## config.mk

```make
export PLATFORM = sky130hd
export DESIGN_NAME = weight_loader
export DESIGN_NICKNAME = d
export VERILOG_FILES = /design/src/rtl/weight_loader.sv
export SDC_FILE = /design/constraint.sdc
export NUM_CORES = 1
export LEC_CHECK = 0
export ABC_AREA = 1
export BUFFER_PORTS_ARGS = -buffer_cell sky130_fd_sc_hd__buf_2
export CELL_PAD_IN_SITES_DETAIL_PLACEMENT = 0
export CELL_PAD_IN_SITES_GLOBAL_PLACEMENT = 1
export CORE_AREA = 2 2 53 55
export CTS_BUF_LIST = sky130_fd_sc_hd__clkbuf_4 sky130_fd_sc_hd__clkbuf_8
export CTS_CLUSTER_SIZE = 25
export DETAILED_ROUTE_END_ITERATION = 6
export DIE_AREA = 0 0 55 57
export GPL_ROUTABILITY_DRIVEN = 0
export PLACE_DENSITY_LB_ADDON = 0.1
export SYNTH_ARGS = -nofsm -noshare
export SYNTH_HDL_FRONTEND = slang
export SYNTH_SLANG_ARGS = --single-unit
```

## constraint.sdc

```tcl
create_clock -name clk -period 1.3 [get_ports clk]
set_input_delay 0 -clock clk [delete_from_list [all_inputs] [get_ports clk]]
set_output_delay 0 -clock clk [all_outputs]
set_load 0.1 [all_outputs]
```

## src/rtl/weight_loader.sv

```systemverilog
// rtl/weight_loader.sv - stream-to-buffer weight loader for the convolution weight buffer
//
// Accepts one kernel of SIZE weight words over a valid/ready stream and turns
// it into registered buffer writes at addresses 0..SIZE-1. Signals completion
// with a one-cycle done pulse and keeps weights_valid high until the next load
// is started (or aborted, or reset).
//
// Ports:
//   clk           rising-edge clock
//   rst_n         asynchronous active-low reset
//   start         request a kernel load (honoured only in IDLE)
//   abort         cancel the load in progress (honoured only in LOAD)
//   s_valid       weight word on s_data is valid
//   s_data        weight word
//   s_ready       loader accepts a word this cycle
//   write_en      buffer write strobe (one cycle after each accepted word)
//   write_addr    buffer write address
//   data_out      buffer write data
//   busy          high in LOAD and DONE
//   done          one-cycle pulse coinciding with the final buffer write
//   weights_valid buffer holds a complete kernel

module weight_loader #(
  parameter int DATA_WIDTH = 8,
  parameter int SIZE       = 9,
  localparam int ADDR_W    = $clog2(SIZE)
) (
  input  logic                  clk,
  input  logic                  rst_n,
  input  logic                  start,
  input  logic                  abort,
  input  logic                  s_valid,
  input  logic [DATA_WIDTH-1:0] s_data,
  output logic                  s_ready,
  output logic                  write_en,
  output logic [ADDR_W-1:0]     write_addr,
  output logic [DATA_WIDTH-1:0] data_out,
  output logic                  busy,
  output logic                  done,
  output logic                  weights_valid
);

  typedef enum logic [1:0] {
    IDLE = 2'd0,
    LOAD = 2'd1,
    DONE = 2'd2
  } state_t;

  localparam logic [ADDR_W-1:0] LAST_BEAT = ADDR_W'(SIZE - 1);

  state_t            state;
  state_t            state_next;
  logic [ADDR_W-1:0] beat_cnt;
  logic              accept;
  logic              load_start;
  logic              load_abort;
  logic              last_beat;

  assign last_beat = (beat_cnt == LAST_BEAT);

  // State register
  always_ff @(posedge clk or negedge rst_n) begin
    if (!rst_n) begin
      state <= IDLE;
    end else begin
      state <= state_next;
    end
  end

  // Next-state and stream handshake. abort masks s_ready so a beat offered in
  // the abort cycle is never consumed; s_ready never looks at s_valid.
  always_comb begin
    state_next = state;
    s_ready    = 1'b0;
    accept     = 1'b0;
    load_start = 1'b0;
    load_abort = 1'b0;
    case (state)
      IDLE: begin
        if (start) begin
          load_start = 1'b1;
          state_next = LOAD;
        end
      end
      LOAD: begin
        s_ready = !abort;
        accept  = s_valid && !abort;
        if (abort) begin
          load_abort = 1'b1;
          state_next = IDLE;
        end else if (accept && last_beat) begin
          state_next = DONE;
        end
      end
      DONE: begin
        state_next = IDLE;
      end
      default: begin
        state_next = IDLE;
      end
    endcase
  end

  // Beat counter: cleared when a load starts or is aborted, parks at SIZE-1
  // after the final beat so it never wraps.
  always_ff @(posedge clk or negedge rst_n) begin
    if (!rst_n) begin
      beat_cnt <= '0;
    end else if (load_start || load_abort) begin
      beat_cnt <= '0;
    end else if (accept && !last_beat) begin
      beat_cnt <= beat_cnt + ADDR_W'(1);
    end
  end

  // Registered buffer write port; address and data hold between strobes.
  always_ff @(posedge clk or negedge rst_n) begin
    if (!rst_n) begin
      write_en   <= 1'b0;
      write_addr <= '0;
      data_out   <= '0;
    end else begin
      write_en <= accept;
      if (accept) begin
        write_addr <= beat_cnt;
        data_out   <= s_data;
      end
    end
  end

  // weights_valid rises on the edge leaving DONE, i.e. once the final write
  // has landed in the buffer.
  always_ff @(posedge clk or negedge rst_n) begin
    if (!rst_n) begin
      weights_valid <= 1'b0;
    end else if (state == DONE) begin
      weights_valid <= 1'b1;
    end else if (load_start || load_abort) begin
      weights_valid <= 1'b0;
    end
  end

  assign busy = (state != IDLE);
  assign done = (state == DONE);

endmodule

```

==> flow_metrics.py <==
metrics = {
    "finish": {
        "fin_area_sq_mm": 0.00132,
        "syn2layout_area_growth_pct": 47.0,
        "layout.nets": 167,
        "mostFrequentLayoutCells": "nand2_1, buf_2, dfrtp_1",
        "final_core_utilization_pct": 50.4,
        "final_cells": 182,
        "drive_above_1_share_pct": 33.8,
        "final_common_cell": "nand2_1",
        "n_antenna_cell": 0,
    },
    "logic_synthesis": {
        "synth_xor_area_share_pct": 0.976,
        "synth_compound_area_share_pct": 3.63,
        "synthMuxAreaShare_pct": 0,
        "synth_fa_ha_area_share_pct": 2.79,
        "synth_top_family_by_area": "simple AND/OR/NAND/NOR gates",
        "synthSimpleGateAreaFrac_pct": 31.0,
        "syn_area_per_cell_sq_um": 8.71,
        "yosysSeqAreaShare_pct": 55.8,
        "netlist_area_sq_um": 897,
        "yosysUniqueCellTypes": 16,
        "yosysWarnings": 0,
        "synth_cells": 103,
        "syn_nets": 118,
        "synth_seq_cells": 20,
    },
    "floorplanning": {
        "initial_core_util_pct": 34.3,
        "pin_count": 30,
        "rows": 19,
        "coreArea_sq_mm": 0.00262,
        "die_y_microns": 57,
        "dieArea_sq_mm": 0.00314,
        "die_w_microns": 55,
    },
    "timing": {
        "finClkSkew_ps": 1.10,
        "relSlewSlack_pct": 67.5,
        "setup_viol": 0,
        "post-route-period-util_pct": 90.9,
        "worst_slack_ps": 118,
        "tightest_slew_ps": 491,
        "setup_tns_ps": 0,
        "fin_crit_ps": 1180,
        "rsz0062_at_grt": "false",
        "holdWs_ps": 166,
        "finalMaxSlewViolations": 0,
        "hold_violations": 0,
        "fmax_ghz": 0.846,
    },
    "worst_setup_path": {
        "rrSetupSlack_ps": 140,
        "setup.worst_path.start_class": "flip-flop",
        "path_class": "flip-flop to output pin",
        "required_ps": 1300,
        "reg2reg_depth": 6,
        "worstSetupEndpointType": "output pin",
        "crit_fanout": 4,
        "r2r_end": "state[1]",
        "worst_ep_arrival_time_ps": 1180,
        "r2r-start": "beat_cnt[0]",
    },
    "pwr": {
        "ir_drop_mv": 1.06,
        "leakagePower_nw": 0.728,
        "power.density_mw_per_mm2": 1670,
        "finalPower_mw": 2.21,
    },
    "drt": {
        "drtPass1Iterations": 4,
        "drc": 0,
        "via_per_inst": 4.46,
        "wl_per_cell_microns": 10.3,
        "final_antenna_net_count": 0,
        "drt_iter0_drc": 7,
        "vias": 811,
        "wl_mm": 1.87,
    },
    "run": {
        "maxCapViolCount": 0,
    },
    "clocking": {
        "cts.clk_slew.worst_paths_ps": 110,
        "cts_tree": "done",
        "clk_path_buf_depth": 2,
        "htreeDepth": 1,
        "cts_root_buf": "clkbuf_4",
        "numCtsBuffers": 3,
        "cts_sinks": 20,
        "insertion_delay_ps": 290,
    },
    "global_routing": {
        "overflow": 0,
        "grt_max_degree": 21,
        "grt_pass1_wl_mm": 3.11,
        "grt.total_usage_pct": 13.3,
        "antenna_found_initial": 0,
        "grt_pass1_vias": 753,
    },
    "place": {
        "dp_hpwl_mm": 1.34,
        "place_ws_ps": 69.9,
        "dpl.cell_count": 166,
        "io_buffers": 29,
        "placed_cell_area_sq_mm": 0.00112,
    },
    "status": {
        "status": "completed",
    },
    "min_path": {
        "hold_path.class": "input pin to async pin",
    },
}
[area by class of cell]
| class | count | area, sq um |
|---|---|---|
| inverters | 11 | 43.8 |
| repair buffers | 45 | 315 |
| multi-input cells | 71 | 368 |
| well taps | 31 | 38.8 |
| flip-flops and latches | 20 | 500 |
| fillers | 259 | 1300 |
| clock buffers | 3 | 22.5 |
| clock inverters | 1 | 30.0 |
[worst max-delay path, stage by stage, from the launching register on]
cell and delay, ps:
dfrtp_1 400, inv_2 90, nand2_2 90, nor2_4 120, buf_12 180
[state kept, by name, summed over array words and instances, names as in the netlist]
| register | count |
|---|---|
| data_out | 8 |
| write_en | 1 |
| beat_cnt | 4 |
| weights_valid | 1 |
| state | 2 |
| write_addr | 4 |
[routing by layer]
| layer | vias up | GRT usage [%] | routed length (microns) | part of all wire (%) |
|---|---|---|---|---|
| met5 | - | 0 | 0 | 0 |
| met4 | 0 | 5.23 | 10 | 0.54 |
| met3 | 2 | 2.62 | 110 | 5.9 |
| met2 | 21 | 22.4 | 882 | 47 |
| met1 | 372 | 16.4 | 866 | 46 |
| li1 | 416 | - | - | - |
[synth_stat cells]
library cell   n  area (sq um)
nand2_4        1          11.3
o21ai_2        2          17.5
ha_1           2          25.0
nand2_2        1          6.26
nor2_1         4          15.0
o21ai_0        3          15.0
inv_1          8          30.0
buf_6          1          11.3
nand2_1       43           161
nand4_1        1          6.26
xor2_1         1          8.76
nand3_1       10          50.1
nor2_4         2          22.5
dfrtp_1       20           500
inv_2          3          11.3
nor3_1         1          5.00
[logic make-up (layout without fill, tap and decap cells)]
group,count (synthesis),after routing
AO/OA/AOI/OAI,5,5
XOR/XNOR,1,1
adder cells (fa/ha/maj),2,2
buffers and inverters,12,60
flip-flops,20,20
AND/OR/NAND/NOR,63,63
[worst max path at each step]
stage / from / end / slack [ps] / depth (start not counted)
floorplan: state[1] / state[0] / 20 / 5
global placement: state[1] / data_out[0] / 80 / 7
detailed placement: state[1] / data_out[4] / 70 / 7
CTS: state[1] / data_out[0] / 40 / 7
global route: beat_cnt[0] / state[1] / 2 / 6
finish: state[1] / s_ready / 120 / 4
[report_power, final]
part	switching, mW	internal (mW)	total [mW]
Sequential	0.0412	0.705	0.746
Clock	0.189	0.311	0.501
Combinational	0.786	0.176	0.962
Total	1.02	1.19	2.21
[timing repair]
item	in CTS	in global routing
endpoints found under the setup margin	2	13
hold buffers	12	0
pin swaps	0	0
setup buffers	0	0
hold endpoints to repair	30	0
resized for setup	2	5
(Power assumes the default switching activity.)
